**src/rtl/id_decode_stage_pkg.sv**
```systemverilog
// Shared constants for the ID stage: instruction field layout and default widths.
package id_decode_stage_pkg;

  localparam int unsigned DEFAULT_DATA_WIDTH     = 64;
  localparam int unsigned DEFAULT_REG_ADDR_WIDTH = 3;
  localparam int unsigned DEFAULT_INSTR_WIDTH    = 32;
  localparam int unsigned NUM_REGS               = 8;

  // Instruction field bit positions
  localparam int unsigned W_REG_BIT = 31;
  localparam int unsigned W_MEM_BIT = 30;
  localparam int unsigned RS1_HI    = 29;
  localparam int unsigned RS1_LO    = 27;
  localparam int unsigned RS2_HI    = 26;
  localparam int unsigned RS2_LO    = 24;
  localparam int unsigned RD_HI     = 23;
  localparam int unsigned RD_LO     = 21;

endpackage

```
**src/rtl/id_decode_stage_reg_file_2r1w.sv**
```systemverilog
// 2-read / 1-write register file with same-cycle write-through on both read ports.
module id_decode_stage_reg_file_2r1w
  import id_decode_stage_pkg::*;
#(
  parameter int unsigned DATA_WIDTH = DEFAULT_DATA_WIDTH,
  parameter int unsigned ADDR_WIDTH = DEFAULT_REG_ADDR_WIDTH,
  parameter int unsigned DEPTH      = NUM_REGS
) (
  input  logic                  clk,
  input  logic                  reset,
  input  logic                  we,
  input  logic [ADDR_WIDTH-1:0] waddr,
  input  logic [DATA_WIDTH-1:0] wdata,
  input  logic [ADDR_WIDTH-1:0] raddr1,
  input  logic [ADDR_WIDTH-1:0] raddr2,
  output logic [DATA_WIDTH-1:0] rdata1,
  output logic [DATA_WIDTH-1:0] rdata2
);

  logic [DATA_WIDTH-1:0] regs_q [DEPTH];
  logic [DATA_WIDTH-1:0] regs_d [DEPTH];

  // Next-state: single write port, no hardwired zero register
  always_comb begin
    regs_d = regs_q;
    if (we) begin
      regs_d[waddr] = wdata;
    end
  end

  // Storage, cleared asynchronously on reset
  always_ff @(posedge clk or posedge reset) begin
    if (reset) begin
      for (int i = 0; i < int'(DEPTH); i++) begin
        regs_q[i] <= '0;
      end
    end else begin
      regs_q <= regs_d;
    end
  end

  // Reads with write-through so WB->ID needs no stall
  always_comb begin
    rdata1 = (we && (waddr == raddr1)) ? wdata : regs_q[raddr1];
    rdata2 = (we && (waddr == raddr2)) ? wdata : regs_q[raddr2];
  end

endmodule

```
**src/rtl/id_decode_stage.sv**
```systemverilog
// Instruction decode stage: register file, field decode, RAW hazard stall and stall counter.
module id_decode_stage
  import id_decode_stage_pkg::*;
#(
  parameter int unsigned DATA_WIDTH      = DEFAULT_DATA_WIDTH,
  parameter int unsigned REG_ADDR_WIDTH  = DEFAULT_REG_ADDR_WIDTH,
  parameter int unsigned INSTR_WIDTH     = DEFAULT_INSTR_WIDTH,
  parameter int unsigned STALL_CNT_WIDTH = 16
) (
  input  logic                       clk,
  input  logic                       reset,
  input  logic [INSTR_WIDTH-1:0]     instr,
  input  logic                       instr_valid,
  input  logic                       wb_en,
  input  logic [REG_ADDR_WIDTH-1:0]  wb_addr,
  input  logic [DATA_WIDTH-1:0]      wb_data,
  input  logic                       ex_w_reg_en,
  input  logic [REG_ADDR_WIDTH-1:0]  ex_w_reg,
  input  logic                       mem_w_reg_en,
  input  logic [REG_ADDR_WIDTH-1:0]  mem_w_reg,
  output logic                       w_reg_en,
  output logic                       w_mem_en,
  output logic [DATA_WIDTH-1:0]      r1_out,
  output logic [DATA_WIDTH-1:0]      r2_out,
  output logic [REG_ADDR_WIDTH-1:0]  w_reg_1,
  output logic                       stall,
  output logic [STALL_CNT_WIDTH-1:0] stall_count
);

  logic                      dec_w_reg_en;
  logic                      dec_w_mem_en;
  logic [REG_ADDR_WIDTH-1:0] rs1;
  logic [REG_ADDR_WIDTH-1:0] rs2;
  logic [REG_ADDR_WIDTH-1:0] rd;
  logic                      rs1_used;
  logic                      rs2_used;
  logic                      rs1_hz;
  logic                      rs2_hz;
  logic                      hz;
  logic                      unused_instr_bits;

  logic [STALL_CNT_WIDTH-1:0] stall_count_q;
  logic [STALL_CNT_WIDTH-1:0] stall_count_d;

  // Low instruction bits carry nothing this stage needs
  assign unused_instr_bits = ^instr[RD_LO-1:0];

  // Field decode and source-usage
  always_comb begin
    dec_w_reg_en = instr[W_REG_BIT];
    dec_w_mem_en = instr[W_MEM_BIT];
    rs1          = instr[RS1_HI:RS1_LO];
    rs2          = instr[RS2_HI:RS2_LO];
    rd           = instr[RD_HI:RD_LO];
    rs1_used     = dec_w_reg_en | dec_w_mem_en;
    rs2_used     = dec_w_mem_en;
  end

  id_decode_stage_reg_file_2r1w #(
    .DATA_WIDTH (DATA_WIDTH),
    .ADDR_WIDTH (REG_ADDR_WIDTH),
    .DEPTH      (NUM_REGS)
  ) u_reg_file (
    .clk    (clk),
    .reset  (reset),
    .we     (wb_en),
    .waddr  (wb_addr),
    .wdata  (wb_data),
    .raddr1 (rs1),
    .raddr2 (rs2),
    .rdata1 (r1_out),
    .rdata2 (r2_out)
  );

  // RAW hazard against in-flight EX and MEM writes; WB is covered by write-through
  always_comb begin
    rs1_hz = (ex_w_reg_en && (ex_w_reg == rs1)) || (mem_w_reg_en && (mem_w_reg == rs1));
    rs2_hz = (ex_w_reg_en && (ex_w_reg == rs2)) || (mem_w_reg_en && (mem_w_reg == rs2));
    hz     = instr_valid && ((rs1_used && rs1_hz) || (rs2_used && rs2_hz));
  end

  // ID/EX outputs: enables squashed into a bubble on stall or empty slot
  always_comb begin
    stall    = hz;
    w_reg_en = dec_w_reg_en && instr_valid && !hz;
    w_mem_en = dec_w_mem_en && instr_valid && !hz;
    w_reg_1  = rd;
  end

  // Saturating stall counter next-state
  always_comb begin
    stall_count_d = stall_count_q;
    if (hz && (stall_count_q != '1)) begin
      stall_count_d = stall_count_q + 1'b1;
    end
  end

  // Stall counter register
  always_ff @(posedge clk or posedge reset) begin
    if (reset) begin
      stall_count_q <= '0;
    end else begin
      stall_count_q <= stall_count_d;
    end
  end

  assign stall_count = stall_count_q;

endmodule
```
**config.mk**
```make
export PLATFORM = sky130hd
export DESIGN_NAME = id_decode_stage
export DESIGN_NICKNAME = d
export VERILOG_FILES = /design/src/rtl/id_decode_stage_pkg.sv /design/src/rtl/id_decode_stage_reg_file_2r1w.sv /design/src/rtl/id_decode_stage.sv
export SDC_FILE = /design/constraint.sdc
export NUM_CORES = 1
export LEC_CHECK = 0
export CAP_MARGIN = 10
export CORE_ASPECT_RATIO = 1.4
export CORE_MARGIN = 2
export CORE_UTILIZATION = 55
export CTS_CLUSTER_SIZE = 25
export DETAILED_ROUTE_END_ITERATION = 8
export PLACE_DENSITY = 0.86
export SYNTH_ARGS = -nofsm -noshare
export SYNTH_HDL_FRONTEND = slang
export SYNTH_SLANG_ARGS = --single-unit
export TNS_END_PERCENT = 30
```
**constraint.sdc**
```tcl
create_clock -name clk -period 24.5 [get_ports clk]
set_input_delay 4.9 -clock clk [delete_from_list [all_inputs] [get_ports clk]]
set_output_delay 4.9 -clock clk [all_outputs]
set_load 0.1 [all_outputs]
```
==> metrics.txt <==
status completed; CTS Buf Count 51; Die Area 54600 sq um; ANT nets after route 0; fin crit period 14020 ps; Routability Congestion 0.783; Clock Skew 3.20 ps; grt ovf 0; vias 18400; die height 276 um; Starting Density 55.6%; Worst path slowest cell clkdlybuf4s50_1; largest net degree at the start of global routing 193; P_leak 13.5 nW; drt drc 0; YS warnings 0; Crit Path Category primary input to primary output; register area 13200 sq um; GRT Util Overall 27.0%; Worst Path Required 19600 ps; first-pass GRT wire length 112000 um; Port Buf Inserts 233; Synthesized Nets 2114; I/O pin cnt 261; Final Setup Violations 0; CTS clock-pin slew for the worst setup and hold paths 60 ps; maximum vdd ir drop 0.0000888 V; FFs w/ async S/R, synth 100%; Detail Placement HPWL 40600 um; Slew Limit Fails 0; layout overhead on the synthesized area 13.9%; Routed WL 72700 um; die width 198 um; relative slew slack 22.0%; share of layout cells above drive strength 1 41.5%; CP top delay family buffers and inverters; Design Area, Final 33000 sq um; DR WL/cell 25.6 um; hold_buf cts 0; Avg Inst Size Synth 14.5 sq um; Final Hold Fails 0; CP cell instances clkdlybuf4s50_1 > xnor2_1 > nand4_1 > buf_4 > buf_4 > nor2_1 > a21oi_1 > clkdlybuf4s50_1; Root Buffer clkbuf_16; Clk Latency, worst-skew pair 600 ps; Worst path max stage delay 1200 ps; crit path buf inv count 4; CTS tree yes; Layout Nets 2203; Post-Syn Instances 2002; mapped cell area 29000 sq um; Setup TNS Final 0 ps; CP Capture Type primary output; fillers 3692; post-cts resize count 0; CTS Buffer Depth 3; Detailed Route Iter0 Violations 1211; crit start category primary input; Multi-input gate area 14600 sq um; Primary FF master, synth dfrtp_1; Rows 99; worst hold slack 500 ps; core area 52100 sq um; # Post-CTS Setup Buffers 0; clk sink count 528; DP Area 31300 sq um; Worst-Margin Slew 1170 ps; most frequent cells in the layout 528 x dfrtp_1, 497 x mux2_2, 256 x mux4_2; vias in the first global route 19900; first drt pass iteration count 5; RSZ-0062 raised after global routing false; maxcap violations 0; H-tree levels 2; initial antenna violation count 7; EDFF count, synth 0; sequential fraction of the synthesis area 45.6%; Hold Crit Class flip-flop to flip-flop; vias per cell 6.46; Synth cell types 34; Power Density 98.3 nW/um^2; commonest non-fill, non-tap cell in the layout dfrtp_1; post-route clock period utilization 57.2%; Yosys reg bits 528; crit path max fanout 76; Worst EP arrival 9120 ps; Max Freq 0.0713 GHz
cell usage after synthesis (5+ instances only):
master	number	area share, %
mux2_2	497	19
clkbuf_2	56	0.97
nand3_1	5	0.086
dfrtp_1	528	46
mux2i_1	128	4.4
mux4_2	256	20
xor2_1	11	0.33
mux2_1	16	0.62
nor2_1	136	1.8
buf_2	101	1.7
nand2_1	6	0.078
buf_4	22	0.57
nand4_1	10	0.22
buf_1	12	0.16
clkbuf_1	34	0.44
a21oi_1	128	2.2
xnor2_1	22	0.66
inv_1	5	0.065
power by group:
group          total, W  switching, W  leakage, nW  internal [W]
combinational   0.00125      0.000766         6.36      0.000481
clock          0.000795      0.000339        0.831      0.000456
sequential      0.00120      0.000141         6.35       0.00106
flip-flops by register name (all words and copies together), names as in the netlist:
signal / cells
stall_count: 16
u_reg_file.regs_q: 512
per-layer routing:
| layer | wire [um] | vias to the layer above | global-route usage, % |
|---|---|---|---|
| met3 | 4500 | 166 | 4.63 |
| met4 | 2340 | 6 | 10.5 |
| li1 | - | 7710 | - |
| met5 | 40 | - | 0 |
| met2 | 37600 | 679 | 46.3 |
| met1 | 28300 | 9797 | 34.4 |
area by class of cell:
class,instances,area share [%]
multi-input combinational,1240,44.2
inverter,5,0.0796
sequential,528,40.0
tap,707,2.68
antenna,5,0.0379
clock inverter,12,0.398
timing repair buffer,265,7.84
clock buffer,79,4.70
final timing paths:
kind	from	to	slack, ps	depth (start not counted)
setup / recovery	wb_addr[2]	r1_out[35]	10480	8
hold / removal	stall_count[4]	stall_count[4]	500	1
setup reg to reg	stall_count[6]	stall_count[1]	22380	5
hold reg to reg	stall_count[4]	stall_count[4]	500	1
max in group asynchronous	reset	u_reg_file.regs_q[406]	17180	4
min in group asynchronous	reset	u_reg_file.regs_q[374]	4830	2
kinds of logic after synthesis:
group	share of synthesized area (%)
muxes	44.2
DFF	45.6
buffers and inverters	4.10
and+or+nand+nor	2.73
AOI/OAI and AO/OA	2.33
xor gates and xnor gates	0.997
adders and majority gates	0.0432
per-stage QoR:
stage,power (W),setup WS [ps],utilization [%],instances
3_3_place_gp,0.00240,10720,60.1,2745
2_1_floorplan,0.00217,4850,-,2002
5_1_grt,0.00337,10370,63.3,2840
6_report,0.00325,10480,63.3,2841
4_1_cts,0.00326,10580,63.3,2836
3_5_place_dp,0.00246,10590,60.1,2745
Note: power is estimated with default switching activity, not from simulation.
